<file path="config.mk">
export PLATFORM = sky130hd
export DESIGN_NAME = hand_centroid_tracker
export DESIGN_NICKNAME = d
export VERILOG_FILES = /design/src/rtl/hand_centroid_tracker.sv
export SDC_FILE = /design/constraint.sdc
export NUM_CORES = 1
export LEC_CHECK = 0
export ABC_AREA = 1
export CORE_AREA = 10 10 181 183
export DETAILED_ROUTE_END_ITERATION = 8
export DIE_AREA = 0 0 191 193
export GPL_TIMING_DRIVEN = 0
export PLACE_DENSITY_LB_ADDON = 0.1
export SETUP_SLACK_MARGIN = 0.15
export SKIP_CTS_REPAIR_TIMING = 1
export SLEW_MARGIN = 20
export SYNTH_ARGS = -nofsm -noshare
export SYNTH_HDL_FRONTEND = slang
export SYNTH_SLANG_ARGS = --single-unit
export TNS_END_PERCENT = 10
</file>
<file path="constraint.sdc">
create_clock -name clk -period 15.4 [get_ports clk]
set_clock_uncertainty 0.05 [all_clocks]
set_input_delay 2.31 -clock clk [delete_from_list [all_inputs] [get_ports clk]]
set_output_delay 2.31 -clock clk [all_outputs]
set_load 0.05 [all_outputs]
</file>
<file path="src/rtl/hand_centroid_tracker.sv">
// rtl/hand_centroid_tracker.sv - per-frame skin-pixel centroid and area with a serial restoring divider
// Optional bounding-box tracking is compiled in when HAND_BBOX_EN is defined.
module hand_centroid_tracker #(
   parameter int H_ACTIVE   = 640,
   parameter int V_ACTIVE   = 480,
   parameter int MIN_PIXELS = 2000
) (
   input  logic        clk,
   input  logic        rst,
   input  logic        pixel_in,
   input  logic        valid_in,
   input  logic        frame_done,
   output logic [9:0]  centroid_x,
   output logic [9:0]  centroid_y,
   output logic [18:0] pixel_count,
   output logic        hand_present,
   output logic        centroid_valid,
   output logic        busy,
   output logic        frame_dropped
`ifdef HAND_BBOX_EN
   ,
   output logic [9:0]  bbox_x_min,
   output logic [9:0]  bbox_x_max,
   output logic [9:0]  bbox_y_min,
   output logic [9:0]  bbox_y_max
`endif
);

   localparam logic [9:0]  X_LAST  = 10'(H_ACTIVE - 1);
   localparam logic [9:0]  Y_LAST  = 10'(V_ACTIVE - 1);
   localparam logic [18:0] MIN_CNT = 19'(MIN_PIXELS);

   typedef enum logic [1:0] {IDLE, DIV_X, DIV_Y, DONE} state_t;

   state_t state_q, state_d;

   logic [9:0]  x_q, x_d, y_q, y_d;
   logic [27:0] sum_x_q, sum_x_d, sum_y_q, sum_y_d;
   logic [18:0] cnt_q, cnt_d;
   logic        start_q, start_d;
   logic [27:0] snap_sum_y_q, snap_sum_y_d;
   logic [18:0] snap_cnt_q, snap_cnt_d;
   logic [27:0] dvd_q, dvd_d;
   logic [18:0] dsr_q, dsr_d;
   logic [19:0] rem_q, rem_d;
   logic [27:0] quo_q, quo_d;
   logic [4:0]  step_q, step_d;
   logic [9:0]  quo_x_q, quo_x_d, quo_y_q, quo_y_d;
   logic [9:0]  cx_q, cx_d, cy_q, cy_d;
   logic [18:0] count_q, count_d;
   logic        hp_q, hp_d;
   logic        cvalid_q, cvalid_d;
   logic        dropped_q, dropped_d;

   logic        hit, busy_any, take_snap, hand_ok;
   logic        div_run, in_done, last_step;
   logic [27:0] sum_x_inc, sum_y_inc;
   logic [18:0] cnt_inc;
   logic [19:0] rem_shift, rem_next;
   logic        rem_ge;
   logic [27:0] quo_next;

   // FSM state register
   always_ff @(posedge clk or posedge rst) begin
      if (rst) state_q <= IDLE;
      else     state_q <= state_d;
   end

   // FSM next-state; IDLE waits one cycle after the snapshot so the divider operands settle
   always_comb begin
      state_d = state_q;
      case (state_q)
         IDLE:    if (start_q)   state_d = DIV_X;
         DIV_X:   if (last_step) state_d = DIV_Y;
         DIV_Y:   if (last_step) state_d = DONE;
         DONE:                   state_d = IDLE;
         default:                state_d = IDLE;
      endcase
   end

   // FSM outputs
   always_comb begin
      busy    = (state_q != IDLE);
      div_run = (state_q == DIV_X) || (state_q == DIV_Y);
      in_done = (state_q == DONE);
   end

   always_comb begin
      hit       = valid_in & pixel_in;
      busy_any  = (state_q != IDLE) || start_q;
      take_snap = frame_done && !busy_any;
      hand_ok   = (snap_cnt_q >= MIN_CNT);
      last_step = (step_q == 5'd27);

      sum_x_inc = sum_x_q + (hit ? {18'd0, x_q} : 28'd0);
      sum_y_inc = sum_y_q + (hit ? {18'd0, y_q} : 28'd0);
      cnt_inc   = cnt_q + {18'd0, hit};

      rem_shift = {rem_q[18:0], dvd_q[27]};
      rem_ge    = (rem_shift >= {1'b0, dsr_q});
      rem_next  = rem_ge ? (rem_shift - {1'b0, dsr_q}) : rem_shift;
      quo_next  = {quo_q[26:0], rem_ge};
   end

   always_comb begin
      x_d          = x_q;
      y_d          = y_q;
      sum_x_d      = sum_x_inc;
      sum_y_d      = sum_y_inc;
      cnt_d        = cnt_inc;
      start_d      = take_snap;
      snap_sum_y_d = snap_sum_y_q;
      snap_cnt_d   = snap_cnt_q;
      dvd_d        = dvd_q;
      dsr_d        = dsr_q;
      rem_d        = rem_q;
      quo_d        = quo_q;
      step_d       = step_q;
      quo_x_d      = quo_x_q;
      quo_y_d      = quo_y_q;
      cx_d         = cx_q;
      cy_d         = cy_q;
      count_d      = count_q;
      hp_d         = hp_q;
      cvalid_d     = 1'b0;
      dropped_d    = frame_done && busy_any;

      if (frame_done) begin
         x_d     = 10'd0;
         y_d     = 10'd0;
         sum_x_d = 28'd0;
         sum_y_d = 28'd0;
         cnt_d   = 19'd0;
      end else if (valid_in) begin
         if (x_q == X_LAST) begin
            x_d = 10'd0;
            y_d = (y_q == Y_LAST) ? 10'd0 : y_q + 10'd1;
         end else begin
            x_d = x_q + 10'd1;
         end
      end

      // A too-small frame still runs the full division against 1 so latency is fixed
      if (take_snap) begin
         dvd_d        = sum_x_inc;
         snap_sum_y_d = sum_y_inc;
         snap_cnt_d   = cnt_inc;
         dsr_d        = (cnt_inc < MIN_CNT) ? 19'd1 : cnt_inc;
         rem_d        = 20'd0;
         quo_d        = 28'd0;
         step_d       = 5'd0;
      end

      if (div_run) begin
         rem_d  = rem_next;
         quo_d  = quo_next;
         dvd_d  = {dvd_q[26:0], 1'b0};
         step_d = step_q + 5'd1;
         if (last_step) begin
            step_d = 5'd0;
            rem_d  = 20'd0;
            quo_d  = 28'd0;
            if (state_q == DIV_X) begin
               quo_x_d = quo_next[9:0];
               dvd_d   = snap_sum_y_q;
            end else begin
               quo_y_d = quo_next[9:0];
            end
         end
      end

      if (in_done) begin
         cvalid_d = 1'b1;
         count_d  = snap_cnt_q;
         hp_d     = hand_ok;
         if (hand_ok) begin
            cx_d = quo_x_q;
            cy_d = quo_y_q;
         end
      end
   end

   always_ff @(posedge clk or posedge rst) begin
      if (rst) begin
         x_q          <= '0;
         y_q          <= '0;
         sum_x_q      <= '0;
         sum_y_q      <= '0;
         cnt_q        <= '0;
         start_q      <= 1'b0;
         snap_sum_y_q <= '0;
         snap_cnt_q   <= '0;
         dvd_q        <= '0;
         dsr_q        <= '0;
         rem_q        <= '0;
         quo_q        <= '0;
         step_q       <= '0;
         quo_x_q      <= '0;
         quo_y_q      <= '0;
         cx_q         <= '0;
         cy_q         <= '0;
         count_q      <= '0;
         hp_q         <= 1'b0;
         cvalid_q     <= 1'b0;
         dropped_q    <= 1'b0;
      end else begin
         x_q          <= x_d;
         y_q          <= y_d;
         sum_x_q      <= sum_x_d;
         sum_y_q      <= sum_y_d;
         cnt_q        <= cnt_d;
         start_q      <= start_d;
         snap_sum_y_q <= snap_sum_y_d;
         snap_cnt_q   <= snap_cnt_d;
         dvd_q        <= dvd_d;
         dsr_q        <= dsr_d;
         rem_q        <= rem_d;
         quo_q        <= quo_d;
         step_q       <= step_d;
         quo_x_q      <= quo_x_d;
         quo_y_q      <= quo_y_d;
         cx_q         <= cx_d;
         cy_q         <= cy_d;
         count_q      <= count_d;
         hp_q         <= hp_d;
         cvalid_q     <= cvalid_d;
         dropped_q    <= dropped_d;
      end
   end

   assign centroid_x     = cx_q;
   assign centroid_y     = cy_q;
   assign pixel_count    = count_q;
   assign hand_present   = hp_q;
   assign centroid_valid = cvalid_q;
   assign frame_dropped  = dropped_q;

`ifdef HAND_BBOX_EN
   logic [9:0] bx_min_q, bx_min_d, bx_max_q, bx_max_d;
   logic [9:0] by_min_q, by_min_d, by_max_q, by_max_d;
   logic [9:0] sbx_min_q, sbx_min_d, sbx_max_q, sbx_max_d;
   logic [9:0] sby_min_q, sby_min_d, sby_max_q, sby_max_d;
   logic [9:0] obx_min_q, obx_min_d, obx_max_q, obx_max_d;
   logic [9:0] oby_min_q, oby_min_d, oby_max_q, oby_max_d;
   logic [9:0] bx_min_inc, bx_max_inc, by_min_inc, by_max_inc;

   // Trackers include the pixel that arrives together with frame_done
   always_comb begin
      bx_min_inc = (hit && x_q < bx_min_q) ? x_q : bx_min_q;
      bx_max_inc = (hit && x_q > bx_max_q) ? x_q : bx_max_q;
      by_min_inc = (hit && y_q < by_min_q) ? y_q : by_min_q;
      by_max_inc = (hit && y_q > by_max_q) ? y_q : by_max_q;

      bx_min_d  = bx_min_inc;
      bx_max_d  = bx_max_inc;
      by_min_d  = by_min_inc;
      by_max_d  = by_max_inc;
      sbx_min_d = sbx_min_q;
      sbx_max_d = sbx_max_q;
      sby_min_d = sby_min_q;
      sby_max_d = sby_max_q;
      obx_min_d = obx_min_q;
      obx_max_d = obx_max_q;
      oby_min_d = oby_min_q;
      oby_max_d = oby_max_q;

      if (frame_done) begin
         bx_min_d = X_LAST;
         bx_max_d = 10'd0;
         by_min_d = Y_LAST;
         by_max_d = 10'd0;
      end
      if (take_snap) begin
         sbx_min_d = bx_min_inc;
         sbx_max_d = bx_max_inc;
         sby_min_d = by_min_inc;
         sby_max_d = by_max_inc;
      end
      if (in_done && hand_ok) begin
         obx_min_d = sbx_min_q;
         obx_max_d = sbx_max_q;
         oby_min_d = sby_min_q;
         oby_max_d = sby_max_q;
      end
   end

   always_ff @(posedge clk or posedge rst) begin
      if (rst) begin
         bx_min_q  <= X_LAST;
         bx_max_q  <= '0;
         by_min_q  <= Y_LAST;
         by_max_q  <= '0;
         sbx_min_q <= X_LAST;
         sbx_max_q <= '0;
         sby_min_q <= Y_LAST;
         sby_max_q <= '0;
         obx_min_q <= X_LAST;
         obx_max_q <= '0;
         oby_min_q <= Y_LAST;
         oby_max_q <= '0;
      end else begin
         bx_min_q  <= bx_min_d;
         bx_max_q  <= bx_max_d;
         by_min_q  <= by_min_d;
         by_max_q  <= by_max_d;
         sbx_min_q <= sbx_min_d;
         sbx_max_q <= sbx_max_d;
         sby_min_q <= sby_min_d;
         sby_max_q <= sby_max_d;
         obx_min_q <= obx_min_d;
         obx_max_q <= obx_max_d;
         oby_min_q <= oby_min_d;
         oby_max_q <= oby_max_d;
      end
   end

   assign bbox_x_min = obx_min_q;
   assign bbox_x_max = obx_max_q;
   assign bbox_y_min = oby_min_q;
   assign bbox_y_max = oby_max_q;
`endif

endmodule
</file>
* After elaboration in Yosys (flattened, before gate mapping)
Index checks and enable logic that the tools add are counted.
Storage, ports and cells: flip-flop bits (word level) 287, word-level logic and storage cells 90, output and inout port bits 43
Operators by class: multiplexer cells 32, order comparisons 3, add/sub/neg operators 7, reductions and logical operators 15, equal/unequal tests 9, bitwise gates (word level) 2
Operator list (number):
- 28-bit two-way mux | 6
- 19-bit two-way mux | 6
- 10-bit two-way mux | 9
- 28-bit by 10-bit adder with 28-bit output | 2
- 9-bit two-way mux | 3
- 10-bit by 1-bit adder with 10-bit output (second input constant) | 2
- 20-bit by 19-bit greater-or-equal comparator with 1-bit output | 1
- 19-bit by 1-bit adder with 19-bit output | 1
- 19-bit by 11-bit greater-or-equal comparator with 1-bit output (second input constant) | 1
- 19-bit by 11-bit < comparator with 1-bit output (second input constant) | 1
- 19-bit subtractor | 1
- 5-bit two-way mux | 3
- 10-bit == test (second input constant) | 1
- 10-bit by 9-bit == test with 1-bit output (second input constant) | 1
- 3-bit AND reduction | 3
- 2-bit one-hot mux with 4 select lines | 1
- 2-bit nonzero test | 4
- 2-bit two-way mux | 3
- 2-bit inequality test (second input constant) | 3
- 5-bit by 1-bit adder with 5-bit output (second input constant) | 1
- 5-bit == test (second input constant) | 1
- 2-bit == test (second input constant) | 2
- 2-bit AND reduction | 2
- 2-bit by 1-bit == test with 1-bit output (second input constant) | 1
- other kinds (7) | 9

* Longest topological paths before layout
depth in word-level cells 6, gate-level depth with buffers 18, mapped depth without buffers 17

* Least setup slack after synthesis
OpenSTA, ideal clock, no wires.
kind input port to flip-flop, start point input valid_in, end point register snap_sum_y_q[16], cell stages on the path 18, buffers on the path 1, setup time 0.117 ns, path slack 11.026 ns, data arrival time 4.206 ns, cells stage by stage nand2_1 clkbuf_1 nor2_1 ha_1 inv_1 fa_1 inv_1 nand3_1 nand2_1 nand2_1 nand2_1 nand2_1 nand2_1 inv_1 o21ai_1 nand2_1 nand2_1 nand2_1
Between the ends: longest elaborated chain between the ends 3
Ends and longest elaborated chain:
- start, declared | line 11 | input logic valid_in,
- 1-bit AND | line 89 | hit = valid_in & pixel_in;
- 10-bit two-way mux | line 96 | sum_y_inc = sum_y_q + (hit ? {18'd0, y_q} : 28'd0);
- 28-bit by 10-bit adder with 28-bit output | line 96
- end signal, assigned | line 213 | snap_sum_y_q <= snap_sum_y_d;
- end, declared | line 41 | logic [27:0] snap_sum_y_q, snap_sum_y_d;
No other way between the ends. A chain may end at the register's enable or synchronous reset.

* Worst setup path in the final report
start point input valid_in, end point register dvd_q[18]
Between the ends: longest elaborated chain between the ends 5
Ends and longest elaborated chain:
- 1-bit AND | line 89
- 10-bit two-way mux | line 95 | sum_x_inc = sum_x_q + (hit ? {18'd0, x_q} : 28'd0);
- 28-bit by 10-bit adder with 28-bit output | line 95
- 28-bit two-way mux | line 144 | if (take_snap) begin
- 28-bit two-way mux | line 154 | if (div_run) begin
- end signal, assigned | line 215 | dvd_q <= dvd_d;
- end, declared | line 43 | logic [27:0] dvd_q, dvd_d;
No other way between the ends. The select of a mux whose other input is x is not followed.

==> flow_summary.ini <==
[floorplanning]
start_util = 0.5404
io_pins = 48
fp.coreArea_mm2 = 0.02924
dieArea_mm2 = 0.03686
die_h_um = 193
rows = 63
die_w_um = 191

[outcome]
status = finished, final reports clean

[sta]
tightestPinTransition_ns = 0.7595
post-route-period-util = 0.3324
finalSetupViolCount = 0
clock.fmax_ghz = 0.1954
finalSetupTns_ns = 0
relSlewSlack = 0.4936
setup_ws_ns = 10.28
slew_viol_final = 0
fin_crit_ns = 5.119
finalHoldViolCount = 0
rsz0062_at_grt = no

[synthesis]
ys_top_cells_by_area = dfrtp_1, nand2_1, inv_1
synth_largest_area_cell = dfrtp_1
ys_types = 49
ys_top_cells_by_count = nand2_1, dfrtp_1, inv_1, nor2_1, o21ai_0
synth_most_common_cell = nand2_1
ys_seq_area_frac = 0.4544
ys.warnings.count = 0
synth_top_flop_cell = dfrtp_1
netlist.area_leader.share = 0.4544
avgSynthCellArea_um2 = 7.497
synth-seq-cells = 287
syn-num-nets = 2166
netlist_area_mm2 = 0.01580
synth-edff-count = 0
async_flop_share = 1.000
synth_cells = 2108

[worst_setup_path]
reg2reg_from = state_q[1]$_DFFE_PP0P_
path_cells = clkdlybuf4s50_1 -> nand2_1 -> clkbuf_1 -> nor2_1 -> ha_1 -> fa_1 -> nand2_1 -> nand2_1 -> nand3b_1 -> nand2_1 -> nand2_1 -> nand2_1 -> buf_2 -> nand3_1 -> nand3_1 -> a21oi_1
crit_path_start = valid_in
worstPathRequired_ns = 15.77
cp_slowest_cell = clkdlybuf4s50_1
crit_fanout = 10
rrSetupSlack_ns = 12.45
reg2reg_depth = 10
end_kind = register
crit_type = in2reg
critPathLaunchType = primary input
crit_path_frequent_cell = nand2_1
regToRegEndpoint = dvd_q[12]$_DFFE_PP0P_
critPathMaxStageDelay_ns = 0.52
arrival_ns = 5.49

[routing]
vias_per_cell = 5.278
route.met2.wl_mm = 18.62
top_layer_used = met4
via_count = 13760
drt-initial-drc-count = 1031
routedWlPerCell_um = 15.78
ant_nets = 0
first_pass_iters = 5
dr_wl_met3_mm = 1.815
drc = 0
routed_wl_mm = 41.13
routedLengthMet1_mm = 19.77

[power]
p_leak_nw = 8.780
irDropWorstVdd_v = 0.00008759
cellPowerDensity_mw_per_mm2 = 172.0

[global_routing]
grt_remaining_overflow = 0
grt_usage = 0.2266
grt_max_degree = 87
grt_antenna_before_repair = 0
first_global_vias = 13390
grt_pass1_wl_mm = 68.43

[layout]
utilization = 0.6161
n_antenna_cell = 0
fin_area_mm2 = 0.01802
syn2layout_area_growth_pct = 14.00
final_nets = 2252
drive_gt1_frac = 0.06002

[clock_tree]
cts-root-buf = clkbuf_16
clk_pin_slew_ns = 0.05
h-tree-depth = 2
cts_tree = done
cts.sinks = 287
cts.path.max_buffers = 3
clk_latency_ns = 0.51
cts_buffers = 35

[place]
portBuffers = 46
routabilityCongestion = 0.9389
postPlaceCellArea_mm2 = 0.01684
hpwl_mm = 30.86
dp_slack_ns = 9.768

[worst_hold_path]
min_from = dsr_q[9]$_DFFE_PP0P_
min_to = dsr_q[9]$_DFFE_PP0P_
worstHoldPathCells = 2
hp-class = reg2reg

[run]
max_cap_violations = 0
-- placed cells by master, fill, tap and decap left out, types with 4 or more instances in the layout --
cell type / count
xnor2_1: 22
nor2_1: 260
o22ai_1: 12
nand3_1: 123
bufinv_16: 5
nor2_4: 7
nand3_2: 5
o21bai_1: 16
clkdlybuf4s50_1: 46
dfrtp_1: 287
ha_1: 50
buf_1: 4
nor3_1: 20
clkbuf_16: 35
a21oi_1: 108
nand4_1: 46
or2_2: 6
inv_1: 275
nor2_2: 9
nor3_2: 4
clkbuf_8: 5
buf_2: 10
nand2_1: 575
o21ai_1: 4
o21ai_0: 126
xor2_1: 17
nand2_2: 10
inv_2: 12
clkinv_2: 4
clkbuf_1: 52
nand3b_1: 14
-- critical path, delay by kind of cell --
family / cells / cell delay (ns)
adder cells (fa/ha/maj): 2 / 0.65
buffers and inverters: 3 / 1.14
AO/OA/AOI/OAI: 1 / 0.19
AND/OR/NAND/NOR: 10 / 1.20
-- metrics by stage --
stage	power [mW]	hold WS (ns)	cells
after floorplan	1.910	0.3940	2108
after global placement	2.234	0.4126	2544
after detailed placement	2.260	0.4175	2547
after CTS	3.110	0.4325	2606
after global routing	3.322	0.4517	2606
final	3.099	0.4263	2606
-- state kept, by name (all words and copies together), names as in the netlist, 19 cells and up --
signal and count:
dvd_q 28, sum_x_q 28, dsr_q 19, rem_q 19, snap_sum_y_q 28, snap_cnt_q 19
sum_y_q 28, cnt_q 19, pixel_count 19
-- worst max-delay path by stage --
stage / slack, ns / depth (start not counted) / endpoint
after floorplan: 5.12 / 1 / centroid_valid$_DFF_PP0_
after global placement: 1.49 / 2 / cnt_q[1]$_DFF_PP0_
after detailed placement: 9.77 / 16 / dvd_q[14]$_DFFE_PP0P_
after CTS: 10.31 / 16 / dvd_q[18]$_DFFE_PP0P_
after global routing: 9.99 / 19 / snap_sum_y_q[18]$_DFFE_PP0P_
final: 10.28 / 16 / dvd_q[18]$_DFFE_PP0P_
-- metal layers --
layer  global-route usage  vias to the layer above
met3              0.03147                       73
met4              0.05906                        0
met5                    0                        -
met2               0.3637                      267
met1               0.3173                     6534
li1                     -                     6881
-- power by group --
part | internal [mW] | total [mW] | switching (mW)
clock network | 0.526 | 0.843 | 0.318
logic | 0.417 | 1.29 | 0.869
registers | 0.888 | 0.970 | 0.0818
total | 1.83 | 3.10 | 1.27
-- cell families (layout without fill, tap and decap cells) --
logic type,count (synthesis),count (layout),share of synthesized area
buffers and inverters,355,463,0.08637
DFF,287,287,0.4544
AOI/OAI and AO/OA,286,286,0.09801
xor gates and xnor gates,39,39,0.02161
and+or+nand+nor,1088,1088,0.2962
adders and majority gates,53,53,0.04339
-- layout make-up --
| cell class | instances | area [um^2] |
|---|---|---|
| Buffer | 63 | 267.8 |
| Timing Repair Buffer | 49 | 543.0 |
| Tap cell | 390 | 488.0 |
| Fill cell | 2664 | 11230 |
| Clock buffer | 46 | 967.2 |
| Multi-Input combinational cell | 1466 | 7257 |
| Sequential cell | 287 | 7182 |
| Inverter | 292 | 1105 |
| Clock inverter | 13 | 206.4 |
(Power assumes the default switching activity.)
